==> config.mk <==
export PLATFORM = sky130hd
export DESIGN_NAME = reg_scoreboard
export DESIGN_NICKNAME = d
export VERILOG_FILES = /design/src/rtl/reg_scoreboard_pkg.sv /design/src/rtl/reg_scoreboard_pend_counter.sv /design/src/rtl/reg_scoreboard.sv
export SDC_FILE = /design/constraint.sdc
export NUM_CORES = 1
export LEC_CHECK = 0
export ABC_AREA = 1
export BUFFER_PORTS_ARGS = -buffer_cell sky130_fd_sc_hd__buf_2
export CAP_MARGIN = 40
export CORE_AREA = 2 2 81 83
export DETAILED_ROUTE_END_ITERATION = 16
export DIE_AREA = 0 0 83 85
export PLACE_DENSITY_LB_ADDON = 0.2
export SYNTH_ARGS = -nofsm -noshare
export SYNTH_HDL_FRONTEND = slang
export SYNTH_SLANG_ARGS = --single-unit
==> constraint.sdc <==
create_clock -name clk -period 2.5 [get_ports clk]
set_clock_uncertainty 0.05 [all_clocks]
set_input_delay 0.5 -clock clk [delete_from_list [all_inputs] [get_ports clk]]
set_output_delay 0.5 -clock clk [all_outputs]
set_load 0.01 [all_outputs]
==> src/rtl/reg_scoreboard_pkg.sv <==
// Shared types and defaults for the register scoreboard.
package reg_scoreboard_pkg;

  localparam int DEFAULT_NUM_REGS = 16;
  localparam int DEFAULT_MAX_PEND = 3;
  localparam int REG_ID_W         = $clog2(DEFAULT_NUM_REGS);

  typedef logic [REG_ID_W-1:0] RegisterID;

  typedef enum logic [1:0] {
    INIT  = 2'd0,
    RUN   = 2'd1,
    FLUSH = 2'd2
  } sb_state_t;

endpackage

==> src/rtl/reg_scoreboard_pend_counter.sv <==
// Per-register in-flight write counter; a same-cycle inc and dec cancel out.
module reg_pend_counter #(
  parameter int MAX_PEND = 3,
  localparam int CW = $clog2(MAX_PEND + 1)
) (
  input  logic          clk,
  input  logic          rst_n,
  input  logic          inc,
  input  logic          dec,
  input  logic          clr,
  output logic [CW-1:0] count,
  output logic          underflow
);

  assign underflow = dec && !clr && (count == '0);

  always_ff @(posedge clk or negedge rst_n) begin
    if (!rst_n) begin
      count <= '0;
    end else if (clr) begin
      count <= '0;
    end else if (inc && !dec && (count != CW'(MAX_PEND))) begin
      count <= count + 1'b1;
    end else if (dec && !inc && (count != '0)) begin
      count <= count - 1'b1;
    end
  end

endmodule

==> src/rtl/reg_scoreboard.sv <==
// Register scoreboard: tracks in-flight writes per register and gates issue on RAW / saturation hazards.
// Optional stall statistics counter enabled by defining REG_SCOREBOARD_STATS_EN.
module reg_scoreboard
  import reg_scoreboard_pkg::*;
#(
  parameter int NUM_REGS = DEFAULT_NUM_REGS,
  parameter int MAX_PEND = DEFAULT_MAX_PEND,
  localparam int RW = $clog2(NUM_REGS),
  localparam int CW = $clog2(MAX_PEND + 1)
) (
  input  logic                clk,
  input  logic                rst_n,
  input  logic                issue_valid,
  output logic                issue_ready,
  input  logic                src0_en,
  input  logic [RW-1:0]       src0,
  input  logic                src1_en,
  input  logic [RW-1:0]       src1,
  input  logic                dst_en,
  input  logic [RW-1:0]       dst,
  input  logic                wb_valid,
  input  logic [RW-1:0]       wb_reg,
  input  logic                flush,
  output logic [NUM_REGS-1:0] busy_mask,
  output logic                err_underflow
`ifdef REG_SCOREBOARD_STATS_EN
  ,
  output logic [31:0]         stall_cycles
`endif
);

  sb_state_t state;
  sb_state_t state_next;

  logic [CW-1:0]       counts [NUM_REGS];
  logic [NUM_REGS-1:0] underflow_vec;
  logic                src0_hit;
  logic                src1_hit;
  logic                dst_full;
  logic                fire;
  logic                wb_live;
  logic                clr_all;

  function automatic logic in_range(input logic [RW-1:0] idx);
    return {1'b0, idx} < (RW + 1)'(NUM_REGS);
  endfunction

  always_ff @(posedge clk or negedge rst_n) begin
    if (!rst_n) begin
      state <= INIT;
    end else begin
      state <= state_next;
    end
  end

  always_comb begin
    state_next = state;
    case (state)
      INIT:    state_next = RUN;
      RUN:     if (flush) state_next = FLUSH;
      FLUSH:   if (!flush) state_next = RUN;
      default: state_next = INIT;
    endcase
  end

  // Hazards look only at registered counters; a writeback frees a register one cycle later.
  always_comb begin
    src0_hit    = src0_en && in_range(src0) && (counts[src0] != '0);
    src1_hit    = src1_en && in_range(src1) && (counts[src1] != '0);
    dst_full    = dst_en && in_range(dst) && (counts[dst] == CW'(MAX_PEND));
    issue_ready = (state == RUN) && !(src0_hit || src1_hit || dst_full);
  end

  assign fire    = issue_valid && issue_ready;
  assign clr_all = (state == RUN) && flush;
  assign wb_live = wb_valid && (state == RUN) && !flush;

  genvar i;
  generate
    for (i = 0; i < NUM_REGS; i++) begin : g_reg
      logic inc;
      logic dec;

      assign inc = fire && dst_en && (dst == RW'(i));
      assign dec = wb_live && (wb_reg == RW'(i));

      reg_pend_counter #(
        .MAX_PEND (MAX_PEND)
      ) u_cnt (
        .clk       (clk),
        .rst_n     (rst_n),
        .inc       (inc),
        .dec       (dec),
        .clr       (clr_all),
        .count     (counts[i]),
        .underflow (underflow_vec[i])
      );

      assign busy_mask[i] = (counts[i] != '0);
    end
  endgenerate

  always_ff @(posedge clk or negedge rst_n) begin
    if (!rst_n) begin
      err_underflow <= 1'b0;
    end else if (|underflow_vec) begin
      err_underflow <= 1'b1;
    end
  end

`ifdef REG_SCOREBOARD_STATS_EN
  always_ff @(posedge clk or negedge rst_n) begin
    if (!rst_n) begin
      stall_cycles <= '0;
    end else if ((state == RUN) && issue_valid && !issue_ready && (stall_cycles != '1)) begin
      stall_cycles <= stall_cycles + 1'b1;
    end
  end
`endif

endmodule

Yosys cells after proc, flatten, opt, wreduce, memory -nomap -nowiden
Index checks and enable logic that the tools add are counted.

storage, ports and cells
  register bits after elaboration = 35
  bits of input ports = 24
  output and inout bits = 18
  logic and storage cells = 396

cells by class
  $add $sub $neg = 32
  $lt $le $gt $ge = 3
  equality and inequality tests = 51
  muxes and demuxes = 60
  bitwise logic cells = 3
  reduce and logical (&&, ||, !) cells = 229

operators with widths
  operator               number
  $logic_and A1 B1 Y1    137
  $mux W2                56
  $eq A4 B4 Y1 const B   16
  $reduce_bool A3 Y1     16
  $ne A2 B2 Y1 const B   18
  $reduce_bool A2 Y1     18
  $logic_not A1 Y1       35
  $logic_not A2 Y1       17
  $add A2 B1 Y2 const B  16
  $eq A4 B3 Y1 const B   8
  $sub A2 B1 Y2 const B  16
  $bmux W2 S4            3
  $eq A4 B2 Y1 const B   4
  $reduce_or A16 Y1      1
  $ge A5 B5 Y1 const B   3
  $not A4 Y5             3
  $eq A4 B1 Y1 const B   2
  $logic_not A4 Y1       2
  $pmux W2 S3            1
  $eq A2 B2 Y1 const B   2
  $eq A2 B1 Y1 const B   1
  $logic_or A1 B1 Y1     2
  $reduce_and A2 Y1      1

Longest topological paths before layout
Gate-level depths: netlist of run 1.

  word-level depth = 19
  mapped depth = 20

Cells and area by module
From an unflattened synthesis of run 1, not the netlist that was laid out.

unflattened totals
  cell total of the unflattened synthesis = 709
  area total of the unflattened synthesis = 3902.5 sq um

modules (own cells, without submodules)
  module            instances  cells an instance  area an instance (sq um)  seq. area each (sq um)
  reg_pend_counter  16         26                 162.7                     50.0
  reg_scoreboard    1          293                1300.0                    75.1

Worst setup path after synthesis of run 1
Ideal clock, no wire load.

  kind = input-to-reg
  start = input port dst[1]
  end = register g_reg[6].u_cnt.count[1]
  library setup time = 0.118 ns
  arrival time = 2.006 ns
  data required time = 2.332 ns
  setup slack = 0.326 ns
  cell stages on the path = 18
  buffers on the path = 2
  path through = buf_2 -> nand2_1 -> nor2_1 -> nor2_1 -> nand2_1 -> nand2_1 -> nand2_1 -> inv_1 -> nand2_1 -> nand3_1 -> nand3_2 -> nor2_8 -> buf_4 -> nand3_1 -> nand2_1 -> nand3_1 -> nand3_1 -> nand2_1

between the ends
  cells in the longest elaborated chain, start to end = 16

ends and longest elaborated chain
  element                                                  RTL line                                                              text
  from (decl)                                              reg_scoreboard.sv:20                                                  input logic [RW-1:0] dst,
  $not A4 Y5 (implied by the code) *                       reg_scoreboard.sv:70                                                  dst_full = dst_en && in_range(dst) && (counts[dst] == CW'(MAX_PEND));
  $bmux W2 S4 *                                            reg_scoreboard.sv:70
  $mux W2 (implied by the code) * (2 in series)            reg_scoreboard.sv:70
  $eq A2 B2 Y1 *                                           reg_scoreboard.sv:70
  $logic_and A1 B1 Y1 *                                    reg_scoreboard.sv:70
  $logic_or A1 B1 Y1 *                                     reg_scoreboard.sv:71                                                  issue_ready = (state == RUN) && !(src0_hit || src1_hit || dst_full);
  $logic_not A1 Y1 *                                       reg_scoreboard.sv:71
  $logic_and A1 B1 Y1 *                                    reg_scoreboard.sv:71
  named net issue_ready                                    reg_scoreboard.sv:14                                                  output logic issue_ready,
  $logic_and A1 B1 Y1 *                                    reg_scoreboard.sv:74                                                  assign fire = issue_valid && issue_ready;
  $logic_and A1 B1 Y1 * (2 in series)                      reg_scoreboard.sv:84                                                  assign inc = fire && dst_en && (dst == RW'(i));
  $logic_and A1 B1 Y1 or $logic_not A1 Y1 (tied branches)  reg_scoreboard_pend_counter.sv:22, reg_scoreboard_pend_counter.sv:24
  $logic_and A1 B1 Y1, on equally long branches            reg_scoreboard_pend_counter.sv:22, reg_scoreboard_pend_counter.sv:24
  $mux W2 or $logic_and A1 B1 Y1 (tied branches)           reg_scoreboard_pend_counter.sv:22, reg_scoreboard_pend_counter.sv:24
  $mux W2 or $reduce_bool A3 Y1 (tied branches)            n/a
  to (signal assigned)                                     reg_scoreboard_pend_counter.sv:23                                     count <= count + 1'b1;
  to (signal assigned)                                     reg_scoreboard_pend_counter.sv:25                                     count <= count - 1'b1;
  to (decl)                                                reg_scoreboard_pend_counter.sv:11                                     output logic [CW-1:0] count,

Mark *: on every way through the listed nets, which the timed path passes. The rest lies on a longest branch. The select of a mux whose other input is x is not followed.
A chain may end at the register's enable or synchronous reset.

Final worst setup path of run 1
  start = register g_reg[0].u_cnt.count[0]
  end = output port issue_ready

between the ends
  cells in the longest elaborated chain, start to end = 9

ends and longest elaborated chain
  element                                          RTL line
  from (decl)                                      reg_scoreboard_pend_counter.sv:11
  from (signal assigned)                           reg_scoreboard_pend_counter.sv:23
  from (signal assigned)                           reg_scoreboard_pend_counter.sv:25
  $bmux W2 S4, on equally long branches            reg_scoreboard.sv:68, reg_scoreboard.sv:69
  $mux W2, on equally long branches (2 in series)  reg_scoreboard.sv:68, reg_scoreboard.sv:69
  $reduce_bool A2 Y1, on equally long branches     reg_scoreboard.sv:68, reg_scoreboard.sv:69
  $logic_and A1 B1 Y1, on equally long branches    reg_scoreboard.sv:68, reg_scoreboard.sv:69
  $logic_or A1 B1 Y1                               reg_scoreboard.sv:71
  $logic_or A1 B1 Y1 *                             reg_scoreboard.sv:71
  $logic_not A1 Y1 *                               reg_scoreboard.sv:71
  $logic_and A1 B1 Y1 *                            reg_scoreboard.sv:71
  to (decl)                                        reg_scoreboard.sv:14

Every way passes the cells marked *; elsewhere a longest branch is shown, timed or not. The select of a mux whose other input is x is not followed.

==> flow_summary.ini, run 1 <==
[routing]
detail-route-antenna-nets = 0
drc = 0
drt_iter0_drc = 446
via_per_inst = 5.61
vias = 4409
routedWlPerCell_um = 15.7
dr.pass1.iters = 5
routed_wl_mm = 12.4

[setup_path]
endpoint_kind = output pin
cp.required_ns = 1.95
crit_start = g_reg[0].u_cnt.count[0]
cp_data_arrival_time_ns = 1.89
r2r_cells = 15
timing.rr.end = g_reg[7].u_cnt.count[0]
crit_path_end = issue_ready
critPathMaxFanout = 6
start_kind = flop
rrSetupSlack_ns = 0.10
reg2reg_from = g_reg[0].u_cnt.count[0]
path_class = flop to output pin

[clock_network]
htreeDepth = 2
hold_buffers = 0
clock_sinks = 35
clock_path_buffers = 2
cts_tree = done
clock_latency_ns = 0.30
clk_pin_slew_worst_paths_ns = 0.08
cts_buffers = 5
cts_root_buffer = clkbuf_8

[logic_synthesis]
async_flop_share_pct = 100
ys_ff_latch = 35
synth_enable_flop_cells = 0
synthCells = 620
synth_top_family_by_area = simple AND/OR/NAND/NOR gates
avgSynthCellArea_um2 = 5.82
synth.distinct_cells = 31
synth_seq_area_share_pct = 24.3
synth_compound_gate_area_share_pct = 8.50
synth_xor_area_share_pct = 2.91
syn_nets = 644
yosys.area_share.simple_pct = 52.5
yosys_warnings = 0
synth.area.mux_share_pct = 0
synth_ff_type = dfrtp_1
netlist_area_um2 = 3610
synthAdderAreaFrac_pct = 0

[place]
routabilityCongestion = 1.01
placed_cell_area_um2 = 4110
dp_hpwl_mm = 9.11
portBuffers = 41

[grt]
gr-total-overflow = 0
grt_pass1_vias = 3875
gr-usage-all-layers_pct = 33.7
grt_pass1_wl_mm = 19.0
grt_max_degree = 36
antenna_found_initial = 0

[status]
outcome = complete, no violations

[floorplanning]
die_h_um = 85
fp.dieArea_um2 = 7060
die_w_um = 83
core_area_um2 = 6200
placementRows = 29
start_util_pct = 58.1
num_io_pins = 42

[sta]
tightest_slew_ns = 0.921
setup_viol = 0
min_period_over_period_pct = 97.7
max_freq_mhz = 409
setup_tns_ns = 0
relSlewSlack_pct = 38.2
period_needed_ns = 2.44
hold_violations = 0
holdWs_ns = 0.259
slew_violations = 0

[power]
power_density_nw_per_um2 = 709
p_leak_nw = 2.43
irDropWorstVdd_mv = 0.565

[hold_path]
worstHoldPathType = input pin to async pin

[layout]
synthToLayoutAreaGrowth_pct = 28.0
final_core_util_pct = 74.4
nFillCells = 535
nets = 732
drive_gt1_share_pct = 24.3
n_antenna_cell = 0
final_cell_area_um2 = 4620

[job]
maxCapViolCount = 0
==> critical path, cell delays in order, from the launching register on <==
cell	delay [ns]
dfrtp_1	0.42
nor2_1	0.21
nand2_1	0.07
nand2_1	0.07
nand2_1	0.05
nand3_1	0.09
nand3_1	0.12
nand3_2	0.11
nand3_4	0.10
nor2_8	0.11
buf_12	0.12
buf_2	0.12
==> report_power, final <==
group,switching [mW],internal [mW],total (mW),leakage (nW)
Combinational,1.08,0.784,1.86,1.92
Clock,0.229,0.323,0.552,0.0612
Sequential,0.163,0.693,0.856,0.448
Total,1.47,1.80,3.27,2.43
==> per-stage QoR <==
step	total power, mW	setup WS (ns)	instances
floorplan	1.74	0.326	620
finish	3.27	0.0567	786
global route	3.45	-0.0610	786
detailed placement	2.31	0.0443	755
CTS	2.97	0.00407	765
global placement	2.28	0.0697	754
==> cell usage in the layout (no fill, tap or decap), types with 5 or more instances in the layout <==
cell type / n
nand2_1: 225
inv_1: 74
nor2_1: 58
nand3_1: 57
buf_4: 49
buf_2: 41
o21ai_1: 26
nand4_1: 25
dfrtp_1: 24
a21oi_1: 16
xor2_1: 12
inv_2: 11
nor2_4: 11
dfrtp_2: 11
nand4_4: 7
nand4_2: 6
clkbuf_8: 6
nand3_2: 5
nor3_1: 5
o22ai_1: 5
==> synth_stat cells, types with 2 or more instances <==
cell type  number  area [um^2]
clkbuf_1        6         22.5
nor3_1          5         25.0
inv_2           7         26.3
nand4_4         5          106
or2_1           2         12.5
buf_4           2         15.0
xor2_1         12          105
inv_1          79          297
nand2_1       228          856
nor2_2          2         12.5
nand3_1        62          310
nor2_1         69          259
o22ai_1         5         31.3
nand4_2         8          100
buf_2           7         35.0
o21ai_0        12         60.1
o21ai_1        20          100
nand4_1        25          156
dfrtp_1        35          876
a21oi_1        18         90.1
==> registers in the layout, indices dropped and copies added, names as in the netlist <==
register	count
err_underflow	1
state	2
g.u_cnt.count	32
==> cell type report <==
type | instances | area (um^2) | share of cell area (%)
Sequential cell | 35 | 890 | 19.3
Clock inverter | 2 | 35.0 | 0.759
Timing Repair Buffer | 98 | 714 | 15.5
Multi-Input combinational cell | 481 | 2470 | 53.5
Clock buffer | 6 | 82.6 | 1.79
Tap cell | 77 | 96.3 | 2.09
Inverter | 87 | 329 | 7.13
==> kinds of logic (layout without fill, tap and decap cells) <==
| kind of cell | after synthesis | after routing |
|---|---|---|
| and+or+nand+nor | 411 | 411 |
| buffers and inverters | 104 | 193 |
| xor gates and xnor gates | 12 | 12 |
| AOI/OAI and AO/OA | 58 | 58 |
| DFF | 35 | 35 |
==> how the worst min path moves through the flow <==
stage | from | to | slack, ns | cells after the start
3_3_place_gp | state[0] | state[1] | 0.40 | 1
5_1_grt | rst_n | state[1] | 0.33 | 1
3_5_place_dp | state[0] | state[1] | 0.42 | 1
2_1_floorplan | rst_n | err_underflow | 0.15 | 0
4_1_cts | rst_n | state[1] | 0.27 | 1
6_report | rst_n | state[1] | 0.26 | 1
==> routing by layer <==
layer,track usage [%],up-vias,routed length [um],share of wire [%]
li1,-,2162,-,-
met1,43.2,2026,5290,43
met2,57.5,187,5950,48
met3,4.28,34,759,6.1
met4,14.5,0,387,3.1
met5,0,-,0,0
==> timing repair <==
| action | in CTS | in global routing |
|---|---|---|
| gates resized for setup | 16 | 52 |
| pin swaps | 1 | 10 |
| cloned | 1 | 0 |
| setup buffers | 1 | 21 |
| setup endpoints to repair | 1 | 20 |
Power figures use the tool's default switching activity.
==> run 2: changes to the inputs <==
--- a/config.mk
+++ b/config.mk
@@ -9,7 +9,7 @@
 export BUFFER_PORTS_ARGS = -buffer_cell sky130_fd_sc_hd__buf_2
 export CAP_MARGIN = 40
-export CORE_AREA = 2 2 81 83
+export CORE_AREA = 2 2 80 82
 export DETAILED_ROUTE_END_ITERATION = 16
-export DIE_AREA = 0 0 83 85
+export DIE_AREA = 0 0 82 84
 export PLACE_DENSITY_LB_ADDON = 0.2
 export SYNTH_ARGS = -nofsm -noshare
==> constraint.sdc (replaced) <==
create_clock -name clk -period 3.1 [get_ports clk]
set_clock_uncertainty 0.05 [all_clocks]
set_input_delay 0.62 -clock clk [delete_from_list [all_inputs] [get_ports clk]]
set_output_delay 0.62 -clock clk [all_outputs]
set_load 0.02 [all_outputs]
==> run 2 against run 1 <==
  * Via count down 5.1%
  * Critical path depth down 1
  * Wire length down 7.1%
  * Critical endpoint unchanged
  * Largest power group unchanged
  * Clock-buffer cell count unchanged
  * Largest cell class unchanged
  * Register-to-register slack better by 0.39 ns
==> flow_summary.ini, run 2 (synthesis gave the netlist of run 1 again) <==
[status]
outcome = complete, no violations

[floorplanning]
die_w_um = 82
start_util_pct = 59.2
placementRows = 29
fp.dieArea_um2 = 6890
num_io_pins = 42
die_h_um = 84
core_area_um2 = 6100

[sta]
period_needed_ns = 2.87
hold_violations = 0
tightest_slew_ns = 0.832
holdWs_ns = 0.367
relSlewSlack_pct = 44.5
setup_viol = 0
rsz0062_at_grt = false
min_period_over_period_pct = 92.6
max_freq_mhz = 348
setup_tns_ns = 0
slew_violations = 0

[setup_path]
cp_data_arrival_time_ns = 2.20
critPathMaxFanout = 13
endpoint_kind = output pin
start_kind = flop
path_class = flop to output pin
r2r_cells = 14
cp.required_ns = 2.43

[clock_network]
cts_buffers = 5
clock_latency_ns = 0.30
htreeDepth = 2
clock_sinks = 35
cts_tree = done
hold_buffers = 0
clock_path_buffers = 2
post_cts_buffers = 0
cts_root_buffer = clkbuf_8
clk_pin_slew_worst_paths_ns = 0.08
cts_resized = 0

[power]
total_power_mw = 2.17
p_leak_nw = 2.13
irDropWorstVdd_mv = 0.362
power_density_nw_per_um2 = 545

[routing]
via_per_inst = 5.65
dr.pass1.iters = 5
vias = 4185
routedWlPerCell_um = 15.5
routed_wl_mm = 11.5
detail-route-antenna-nets = 0
drc = 0
drt_iter0_drc = 311

[grt]
grt_max_degree = 36
gr-total-overflow = 0
grt_pass1_wl_mm = 18.7
antenna_found_initial = 0
grt_pass1_vias = 3949
gr-usage-all-layers_pct = 35.3

[layout]
final_common_cell = nand2_1
top_regs = g.u_cnt.count x32, state x2, err_underflow x1
nets = 687
nFillCells = 608
n_antenna_cell = 0
regMostFlops = g.u_cnt.count
largest_register_ffs = 32
final_cell_mix = nand2_1 (228), inv_1 (79), nor2_1 (69), nand3_1 (62), buf_2 (41)
synthToLayoutAreaGrowth_pct = 10.5
drive_gt1_share_pct = 13.0

[place]
portBuffers = 41
dp_hpwl_mm = 9.12
routabilityCongestion = 1.01

[job]
maxCapViolCount = 0

[hold_path]
worstHoldPathType = input pin to async pin
run 2: cell type report:
cell class	instances	area (um^2)	area share [%]
multi-input combinational	481	2300	57.9
clock inverter	2	12.5	0.314
clock buffer	6	72.6	1.82
timing repair buffer	53	295	7.41
tap	77	96.3	2.42
sequential	35	876	22.0
inverter	87	327	8.20
run 2: worst max-delay path, stage by stage, from the launching register on:
cell and delay (ns):
dfrtp_1 0.44, nor2_1 0.35, nand2_1 0.08, o21ai_0 0.09
nand2_1 0.07, nand3_1 0.06, nand3_1 0.07, nand3_1 0.14
nand3_2 0.14, nor2_8 0.22, buf_2 0.22
run 2: path summary, 6_finish.rpt:
path                                         startpoint                        to  slack (ns)
worst max-delay path            g_reg[5].u_cnt.count[0]               issue_ready        0.23
worst min-delay path                              rst_n   g_reg[1].u_cnt.count[0]        0.37
worst max register to register  g_reg[5].u_cnt.count[0]   g_reg[4].u_cnt.count[0]        0.49
worst min register to register                 state[0]                  state[1]        0.43
max in group asynchronous                         rst_n  g_reg[11].u_cnt.count[1]        2.09
min in group clk                               state[0]                  state[1]        0.43
run 2: where the power goes:
group | switching, mW | internal [mW] | total [mW]
registers | 0.117 | 0.552 | 0.668
logic | 0.806 | 0.358 | 1.16
clock network | 0.183 | 0.157 | 0.340
total | 1.11 | 1.07 | 2.17
run 2: stage by stage:
step | cells | cell area (um^2) | util (%) | worst slack, ns
after floorplan | 620 | 3610 | - | 0.672
after CTS | 741 | 3980 | 65.4 | 0.239
after detailed placement | 733 | 3900 | 64.0 | 0.259
after global placement | 733 | 3900 | 64.0 | 0.346
after global routing | 741 | 3980 | 65.4 | 0.0845
final | 741 | 3980 | 65.4 | 0.230
run 2: metal layers:
metal  GRT usage (%)  share of wire (%)  vias to the layer above
met5               0                  0                        -
met4            15.0                4.0                        0
met3            6.06                6.9                       37
met2            57.9                 47                      183
met1            44.8                 42                     1890
li1                -                  -                     2075
